**config.mk**
```make
export PLATFORM = sky130hd
export DESIGN_NAME = des_key_schedule_flat
export DESIGN_NICKNAME = d
export VERILOG_FILES = /design/src/rtl/des_pkg.sv /design/src/rtl/des_key_schedule_if.sv /design/src/rtl/des_pc2.sv /design/src/rtl/des_key_schedule.sv /design/src/flat_wrapper.sv
export SDC_FILE = /design/constraint.sdc
export NUM_CORES = 1
export LEC_CHECK = 0
export BUFFER_PORTS_ARGS = -buffer_cell sky130_fd_sc_hd__clkbuf_2
export CAP_MARGIN = 10
export CORE_AREA = 2 2 94 119
export CTS_BUF_LIST = sky130_fd_sc_hd__clkbuf_2
export DETAILED_ROUTE_END_ITERATION = 10
export DIE_AREA = 0 0 96 121
export PLACE_DENSITY = 0.76
export SYNTH_ARGS = -nofsm -noshare
export SYNTH_HDL_FRONTEND = slang
export SYNTH_SLANG_ARGS = --single-unit
```
**constraint.sdc**
```tcl
create_clock -name clk -period 1.8 [get_ports clk]
set_input_delay 0.27 -clock clk [delete_from_list [all_inputs] [get_ports clk]]
set_output_delay 0.27 -clock clk [all_outputs]
set_load 0.02 [all_outputs]
```
**src/rtl/des_pkg.sv**
```systemverilog
`default_nettype none
// ============================================================================
// Module      : des_pkg
// Description : Shared DES types, permutation tables (FIPS 1-based bit
//               positions), key-schedule shift table and rotate helpers.
// Revision    : 1.0 - initial release
// ============================================================================
package des_pkg;

  typedef logic [55:0] cd_t;      // {C[27:0], D[27:0]}
  typedef logic [47:0] subkey_t;  // FIPS bit 1 = [47]

  typedef enum logic [0:0] {
    ST_IDLE   = 1'b0,
    ST_ACTIVE = 1'b1
  } state_e;

  // State encodings used by the legacy-compatible FSM register
  localparam logic [0:0] IDLE   = ST_IDLE;
  localparam logic [0:0] ACTIVE = ST_ACTIVE;

  // PC-1: output bit i+1 takes key bit PC1[i] (FIPS numbering)
  localparam int PC1 [56] = '{
    57, 49, 41, 33, 25, 17,  9,
     1, 58, 50, 42, 34, 26, 18,
    10,  2, 59, 51, 43, 35, 27,
    19, 11,  3, 60, 52, 44, 36,
    63, 55, 47, 39, 31, 23, 15,
     7, 62, 54, 46, 38, 30, 22,
    14,  6, 61, 53, 45, 37, 29,
    21, 13,  5, 28, 20, 12,  4
  };

  // PC-2: output bit i+1 takes CD bit PC2[i] (FIPS numbering)
  localparam int PC2 [48] = '{
    14, 17, 11, 24,  1,  5,
     3, 28, 15,  6, 21, 10,
    23, 19, 12,  4, 26,  8,
    16,  7, 27, 20, 13,  2,
    41, 52, 31, 37, 47, 55,
    30, 40, 51, 45, 33, 48,
    44, 49, 39, 56, 34, 53,
    46, 42, 50, 36, 29, 32
  };

  // Rotation amount for rounds 1..16, stored at index 0..15
  localparam logic [1:0] SHIFT [16] = '{
    2'd1, 2'd1, 2'd2, 2'd2, 2'd2, 2'd2, 2'd2, 2'd2,
    2'd1, 2'd2, 2'd2, 2'd2, 2'd2, 2'd2, 2'd2, 2'd1
  };

  // 28-bit circular rotate left by 1 or 2
  function automatic logic [27:0] rotl28(input logic [27:0] x, input logic [1:0] n);
    return (n == 2'd2) ? {x[25:0], x[27:26]} : {x[26:0], x[27]};
  endfunction

  // 28-bit circular rotate right by 1 or 2
  function automatic logic [27:0] rotr28(input logic [27:0] x, input logic [1:0] n);
    return (n == 2'd2) ? {x[1:0], x[27:2]} : {x[0], x[27:1]};
  endfunction

endpackage
`default_nettype wire

```
**src/rtl/des_key_schedule_if.sv**
```systemverilog
`default_nettype none
// ============================================================================
// Module      : des_key_schedule_if
// Description : Load/next handshake between the round controller and the
//               DES key schedule, plus the round-key outputs.
// Revision    : 1.0 - initial release
// ============================================================================
interface des_key_schedule_if;
  import des_pkg::*;

  logic      load;
  logic [63:0] key;
  logic      encrypt;
  logic      next;
  subkey_t   subkey;
  logic      subkey_valid;
  logic [3:0] round;
  logic      last_round;
  logic      busy;
  logic      error;

  // Round controller side
  modport master (
    output load, key, encrypt, next,
    input  subkey, subkey_valid, round, last_round, busy, error
  );

  // Key schedule side
  modport slave (
    input  load, key, encrypt, next,
    output subkey, subkey_valid, round, last_round, busy, error
  );

endinterface
`default_nettype wire

```
**src/rtl/des_pc2.sv**
```systemverilog
`default_nettype none
// ============================================================================
// Module      : des_pc2
// Description : Combinational PC-2 permutation, 56-bit CD to 48-bit subkey.
// Revision    : 1.0 - initial release
// ============================================================================
module des_pc2
  import des_pkg::*;
(
  input  cd_t     cd,
  output subkey_t subkey
);

  // FIPS position p maps to vector bit (width - p)
  for (genvar i = 0; i < 48; i++) begin : g_pc2
    localparam int SRC = 56 - PC2[i];
    assign subkey[47-i] = cd[SRC];
  end

endmodule
`default_nettype wire

```
**src/rtl/des_key_schedule.sv**
```systemverilog
`default_nettype none
// ============================================================================
// Module      : des_key_schedule
// Description : Issues the sixteen DES round keys one per 'next', forward
//               order with left rotations or reverse order with right
//               rotations, with optional odd-parity key check at load.
// Revision    : 1.0 - initial release
// ============================================================================
module des_key_schedule
  import des_pkg::*;
#(
  parameter int CHECK_PARITY = 0
) (
  input  logic             clk,
  input  logic             rst_n,
  des_key_schedule_if.slave ks
);

  logic [0:0] r_state;
  cd_t        r_cd;
  cd_t        r_c0d0;
  logic [3:0] r_round;
  logic       r_dir;
  logic       r_error;

  cd_t        w_pc1;
  cd_t        w_cd_load;
  cd_t        w_cd_step;
  subkey_t    w_pc2;
  logic [7:0] w_byte_odd;
  logic       w_key_ok;
  logic [3:0] w_shift_idx;
  logic [1:0] w_shift;
  logic       w_valid;

  // PC-1 straight from the key pins; parity bits fall out naturally
  for (genvar i = 0; i < 56; i++) begin : g_pc1
    localparam int SRC = 64 - PC1[i];
    assign w_pc1[55-i] = ks.key[SRC];
  end

  for (genvar b = 0; b < 8; b++) begin : g_parity
    assign w_byte_odd[b] = ^ks.key[8*b +: 8];
  end

  assign w_key_ok = (CHECK_PARITY == 0) || (&w_byte_odd);

  // Encrypt starts at C1D1; decrypt starts at C0D0 which equals C16D16
  assign w_cd_load = ks.encrypt ? {rotl28(w_pc1[55:28], 2'd1), rotl28(w_pc1[27:0], 2'd1)}
                                : w_pc1;

  // Forward uses SHIFT of the round being entered; reverse undoes the
  // shift that produced the key currently held
  assign w_shift_idx = r_dir ? (r_round + 4'd1) : (4'd15 - r_round);
  assign w_shift     = SHIFT[w_shift_idx];

  assign w_cd_step = r_dir ? {rotl28(r_cd[55:28], w_shift), rotl28(r_cd[27:0], w_shift)}
                           : {rotr28(r_cd[55:28], w_shift), rotr28(r_cd[27:0], w_shift)};

  des_pc2 u_pc2 (
    .cd     (r_cd),
    .subkey (w_pc2)
  );

  assign w_valid         = (r_state == ACTIVE);
  assign ks.subkey       = w_valid ? w_pc2 : '0;
  assign ks.subkey_valid = w_valid;
  assign ks.round        = r_round;
  assign ks.last_round   = w_valid && (r_round == 4'd15);
  assign ks.busy         = w_valid;
  assign ks.error        = r_error;

  // Schedule FSM: load beats next; rejected loads and stray nexts pulse error
  always_ff @(posedge clk) begin
    if (!rst_n) begin
      r_state <= IDLE;
      r_cd    <= '0;
      r_c0d0  <= '0;
      r_round <= 4'd0;
      r_dir   <= 1'b0;
      r_error <= 1'b0;
    end else begin
      r_error <= 1'b0;
      if (ks.load) begin
        if (w_key_ok) begin
          r_state <= ACTIVE;
          r_dir   <= ks.encrypt;
          r_round <= 4'd0;
          r_cd    <= w_cd_load;
          r_c0d0  <= w_pc1;
        end else begin
          r_error <= 1'b1;
        end
      end else if (ks.next) begin
        if (r_state == IDLE) begin
          r_error <= 1'b1;
        end else if (r_round == 4'd15) begin
          r_state <= IDLE;
          r_round <= 4'd0;
        end else begin
          r_round <= r_round + 4'd1;
          r_cd    <= w_cd_step;
        end
      end
    end
  end

  // Sixteen forward rotations total 28 per half, so K16 sits on C0D0
  always_ff @(posedge clk) begin
    if (rst_n && (r_state == ACTIVE) && r_dir && (r_round == 4'd15)) begin
      assert (r_cd == r_c0d0);
    end
  end

endmodule
`default_nettype wire
```
**src/flat_wrapper.sv**
```systemverilog
// flat-port wrapper written by rule: the top's interface ports become plain ports
module des_key_schedule_flat import des_pkg::*;
#(
  parameter int CHECK_PARITY = 0
)
  (clk, rst_n, ks_load, ks_key, ks_encrypt, ks_next, ks_subkey, ks_subkey_valid, ks_round, ks_last_round, ks_busy, ks_error);
  des_key_schedule_if ks_i ();
  input  logic clk;
  input  logic rst_n;
  input wire logic [$bits(ks_i.load)-1:0] ks_load;
  input wire logic [$bits(ks_i.key)-1:0] ks_key;
  input wire logic [$bits(ks_i.encrypt)-1:0] ks_encrypt;
  input wire logic [$bits(ks_i.next)-1:0] ks_next;
  output wire logic [$bits(ks_i.subkey)-1:0] ks_subkey;
  output wire logic [$bits(ks_i.subkey_valid)-1:0] ks_subkey_valid;
  output wire logic [$bits(ks_i.round)-1:0] ks_round;
  output wire logic [$bits(ks_i.last_round)-1:0] ks_last_round;
  output wire logic [$bits(ks_i.busy)-1:0] ks_busy;
  output wire logic [$bits(ks_i.error)-1:0] ks_error;
  assign ks_i.load = ks_load;
  assign ks_i.key = ks_key;
  assign ks_i.encrypt = ks_encrypt;
  assign ks_i.next = ks_next;
  assign ks_subkey = ks_i.subkey;
  assign ks_subkey_valid = ks_i.subkey_valid;
  assign ks_round = ks_i.round;
  assign ks_last_round = ks_i.last_round;
  assign ks_busy = ks_i.busy;
  assign ks_error = ks_i.error;
  des_key_schedule #(.CHECK_PARITY(CHECK_PARITY)) u_core (.clk(clk), .rst_n(rst_n), .ks(ks_i));
endmodule
```
-- Word level (Yosys, flattened, before mapping)
Memory sizes are Yosys's and may differ from the RTL's.
Index checks and enable logic that the tools add are counted.
- flip-flop bits (word level): 63
- bits in read-only memories: 32
- input bits: 69
- output and inout port bits: 56
- logic and storage cells: 42
- memories kept: 1
- memory list (name ; words ; width ; rd ports ; clocked after memory_dff ; write ports ; line ; RTL):
    (no name shown) ; 16 ; 2 ; 1 ; 0 ; 0 ; des_key_schedule.sv:55 ; assign w_shift = SHIFT[w_shift_idx];
- add/subtract/negate cells: 2
- magnitude comparators: 1
- equal/unequal tests: 3
- multiplexer cells: 20
- bitwise operators: 3
- reductions and logical operators: 7
- operators with widths (cell ; number):
    2-to-1 mux 56 bit ; 6
    2-to-1 mux 28 bit ; 4
    2-to-1 mux 48 bit ; 1
    2-to-1 mux 4 bit ; 2
    greater-or-equal comparator 5 bit, second input constant ; 1
    2-to-1 mux 1 bit ; 5
    inverter 4 -> 5 bit ; 1
    adder 4 x 1 -> 4 bit, second input constant ; 1
    equality test 4 bit, second input constant ; 1
    2-to-1 mux 2 bit ; 2
    nonzero test 2 bit ; 2
    subtractor 4 bit, first input constant ; 1
    AND reduction 3 bit ; 1
    OR reduction 3 bit ; 1
    equality test 2 bit, second input constant ; 1
    inequality test 2 bit, second input constant ; 1
    inverter 1 bit ; 2
    AND reduction 2 bit ; 1
    OR reduction 2 bit ; 1
    logical AND 1 bit ; 1

-- Depth between registers and ports, before layout
- word-level depth: 13
- depth in mapped cells: 8

-- Modules after synthesis
A second synthesis with hierarchy kept.
- cells, all modules: 849
- area, all modules: 6188.4 µm²
- by module, submodules not included (module ; times used ; cells each ; area an instance (µm²) ; sequential area each (µm²)):
    des_key_schedule ; 1 ; 801 ; 5828.1 ; 1261.2
    des_pc2 ; 1 ; 48 ; 360.3 ; 0.0

-- Least setup slack after synthesis
No wires, ideal clock.
- kind: reg2reg
- start: register u_core.r_round[0] (netlist: u_core.ks.round[0])
- end: register u_core.r_cd[22]
- library setup time: 0.074 ns
- arrival: 2.007 ns
- data required time: 1.726 ns
- slack: -0.281 ns
- stages on the path, launching flop included: 9
- path buffers: 2
- period minus slack after synthesis: 2.081 ns
- path through: dfxtp_1 > ha_1 > xor2_1 > and2_1 > a21oi_1 > buf_6 > buf_6 > mux2_4 > a31oi_1
- longest elaborated chain between the ends: 13
- ends and longest elaborated chain (item ; line ; RTL):
    from (decl) ; des_key_schedule.sv:22 ; logic [3:0] r_round;
    from (signal assigned) ; des_key_schedule.sv:101 ; r_round <= r_round + 4'd1;
    subtractor 4 bit or adder 4 x 1 -> 4 bit (tied branches) ; des_key_schedule.sv:54 ; assign w_shift_idx = r_dir ? (r_round + 4'd1) : (4'd15 - r_round);
    2-to-1 mux 4 bit ; des_key_schedule.sv:54 ;
    inverter 4 -> 5 bit (implied by the code) ; des_key_schedule.sv:55 ;
    memory read (16 x 2 bit) ; -- ;
    2-to-1 mux 2 bit (implied by the code) (2 in series) ; des_key_schedule.sv:55 ;
    equality test 2 bit ; des_pkg.sv:54, des_pkg.sv:59 ;
    2-to-1 mux 28 bit, on equally long branches ; des_pkg.sv:59, des_pkg.sv:54 ;
    2-to-1 mux 56 bit ; des_key_schedule.sv:57 ; assign w_cd_step = r_dir ? {rotl28(r_cd[55:28], w_shift), rotl28(r_cd[27:0], w_shift)}
    2-to-1 mux 56 bit ; des_key_schedule.sv:97 ; end else if (r_round == 4'd15) begin
    2-to-1 mux 56 bit ; des_key_schedule.sv:95 ; if (r_state == IDLE) begin
    2-to-1 mux 56 bit ; des_key_schedule.sv:94 ; end else if (ks.next) begin
    2-to-1 mux 56 bit ; des_key_schedule.sv:84 ; if (ks.load) begin
    to (signal assigned) ; des_key_schedule.sv:89 ; r_cd <= w_cd_load;
    to (signal assigned) ; des_key_schedule.sv:102 ; r_cd <= w_cd_step;
    to (decl) ; des_key_schedule.sv:20 ; cd_t r_cd;
Parallel ways exist; a longest one is shown, timed or not. The select of a mux whose other input is x is not followed.
A chain may end at the register's enable or synchronous reset.

-- Worst setup path in the final report
- start: register u_core.r_round[0] (netlist: u_core.ks.round[0])
- end: register u_core.r_cd[42]
Same word-level chain as after synthesis.

==> out/qor.yml <==
place:
  gp_congestion: 0.849
  placedInstanceArea_mm2: 0.00614
  hpwl_um: 10200
  portBuffers: 116
  pre_cts_slack_ns: -0.0777
detailed_routing:
  vias: 5904
  drtIter0Drc: 446
  wl_per_cell_um: 21.3
  drc: 0
  wl_um: 19300
  first_pass_iters: 5
  viasPerCell: 6.51
  ant_nets: 0
pwr:
  p_sw_w: 0.00141
  power.internal_w: 0.00249
  power_frac_clock: 0.231
  pwr-share-comb: 0.337
  total_leakage_power_nw: 2.84
  ir_drop_mv: 0.301
  p_seq_frac: 0.432
  total_power_w: 0.00389
  sw_frac_of_total: 0.361
  power_density_mw_per_mm2: 523
worst_setup_path:
  cp-end-kind: "flip-flop"
  crit_required_ns: 2.29
  cp_max_fo: 7
  rr_startpoint: "u_core.ks.round[0]"
  worstSetupStartpointType: "flip-flop"
  critical_path_arrival_ns: 2.61
  crit_type: "flip-flop to flip-flop"
  crit_path_start: "u_core.ks.round[0]"
floorplan:
  die_area_mm2: 0.0116
  die_h_um: 121
  core_mm2: 0.0105
  rows: 42
  ios: 125
  die_x_um: 96
  start_util: 0.502
sta:
  rsz0062_at_grt: "true"
  relSlewSlack: 0.682
  fin_skew_ns: 0.0313
  fin_crit_sh: 1.18
  finalHoldViolations: 0
  setup_slack_ns: -0.325
  finalSetupViolations: 103
  maxSlewViolCount: 0
  setup_tns_ns: -15.54
  fmax_mhz: 470
  finalCriticalPeriod_ns: 2.13
  tightest_slew_ns: 0.477
clock_tree:
  clkTransAtPathRegs_ns: 0.21
  clkSinkCount: 63
  ctsRootBufferMaster: "clkbuf_2"
  cts_tree: "done"
  htree_num_levels: 3
  clock_path_buffers: 2
  clk_latency_ns: 0.56
  cts_buffers: 9
logic_synthesis:
  yosys_register_bits: 63
  syn_area_per_cell_um2: 8.22
  ys_top_cells_by_area: "dfxtp_1 24%, mux2_2 15%, a31oi_1 8.5%, nand2_1 8.2%, mux2_4 7.2%"
  yosys.area.top_type: "dfxtp_1"
  seq_area_frac_synth: 0.240
  synth-edff-count: 0
  synth_top_flop_cell: "dfxtp_1"
  synth_nets: 708
  async_flop_share: 0
  synth_top_area_frac: 0.240
  syn_area_mm2: 0.00525
  postSynthCellCount: 638
  ys_warn_count: 0
  post_synth_num_cell_types: 33
worst_hold_path:
  hold_class: "primary input to flip-flop"
  hp-start: "ks_key[41]"
global_route:
  gr-total-overflow: 0
  grt_usage: 0.263
  antenna_found_initial: 1
  grt_max_degree: 31
  grt_pass1_vias: 5311
  grt_pass1_wl_um: 24400
cells_and_area:
  area_delta_synth_final_pct: 41.8
  drive_gt1_frac: 0.523
  layout_commonest_cell: "nand2_1"
  design_area_mm2: 0.00744
  fin_nets: 839
  layout_common_cells: "110 x nand2_1, 81 x clkbuf_2, 68 x mux2_2, 65 x a31oi_1, 60 x dfxtp_1"
status:
  failed_checks: "setup timing"
  status: "finished with violations"
flow_run:
  maxCapViolations: 0
==> Yosys cell counts, drive strengths merged, types with 2 or more instances <==
cell / n
nor2b: 3
nor3: 3
nand2: 115
a31oi: 71
o21ai: 57
mux2: 112
clkbuf: 38
a21oi: 21
nor2: 21
nand3: 2
nor3b: 2
and2: 51
nand2b: 2
xor2: 2
buf: 27
dfxtp: 63
a221oi: 41
==> state kept, by name (all words and copies together) (netlist names) <==
signal / count
u_core.r_cd: 56
u_core.ks.round: 4
u_core.ks.busy: 1
u_core.ks.error: 1
u_core.r_dir: 1
==> stage by stage <==
step	cells	hold WS, ns	util
2_1_floorplan	638	0.437	-
3_3_place_gp	856	0.501	0.587
3_5_place_dp	856	0.508	0.587
4_1_cts	879	0.117	0.609
5_1_grt	907	0.130	0.711
6_report	907	0.130	0.711
==> logic make-up after synthesis <==
family | count (synthesis) | share of synthesized area
muxes | 112 | 0.258
adders and majority gates | 1 | 0.00239
buffers and inverters | 65 | 0.0630
xor gates and xnor gates | 2 | 0.00334
AOI/OAI and AO/OA | 192 | 0.254
DFF | 63 | 0.240
and+or+nand+nor | 203 | 0.178
==> cell type report <==
cell class	count	area (µm²)
Timing Repair Buffer	185	1870
Antenna cell	1	2.50
Clock buffer	11	55.1
Tap cell	132	165
Multi-Input combinational cell	510	4020
Fill cell	735	3020
Sequential cell	63	1270
Clock inverter	5	48.8
==> power by group through the flow <==
stage	Combinational (W)	Sequential, W	Clock (W)
after detailed placement	0.000993	0.00168	0
after CTS	0.00102	0.00166	0.000878
final	0.00131	0.00168	0.000899
after floorplan	0.000692	0.00164	0
after global routing	0.00138	0.00169	0.000947
after global placement	0.000968	0.00168	0
==> critical path, stage by stage (launching register included) <==
cell       delay (ns)
dfxtp_4          0.40
ha_4             0.17
buf_6            0.12
xor2_2           0.16
and2_4           0.17
a21oi_4          0.21
buf_12           0.18
clkbuf_16        0.17
mux2_4           0.31
a31oi_4          0.17
==> routing by layer <==
layer | GRT usage | vias to the layer above | wire (µm)
met4 | 0.127 | 0 | 976
li1 | - | 2622 | -
met3 | 0.0379 | 93 | 1720
met5 | 0 | - | 0
met1 | 0.315 | 2809 | 6880
met2 | 0.453 | 380 | 9770
==> worst paths after layout <==
check / to / slack (ns) / cells after the start
min reg2reg: u_core.r_cd[16] / 0.53 / 2
max reg2reg: u_core.r_cd[42] / -0.33 / 9
min: u_core.r_cd[22] / 0.13 / 4
max: u_core.r_cd[42] / -0.33 / 9
==> repair_timing <==
action,in CTS,in global routing
resized for setup,15,224
hold buffers,1,0
endpoints found under the setup margin,107,100
endpoints found under the hold margin,1,0
cloned,1,16
pin swaps,1,29
buffers inserted,5,12
No activity file was read; power rests on OpenSTA's default activity.
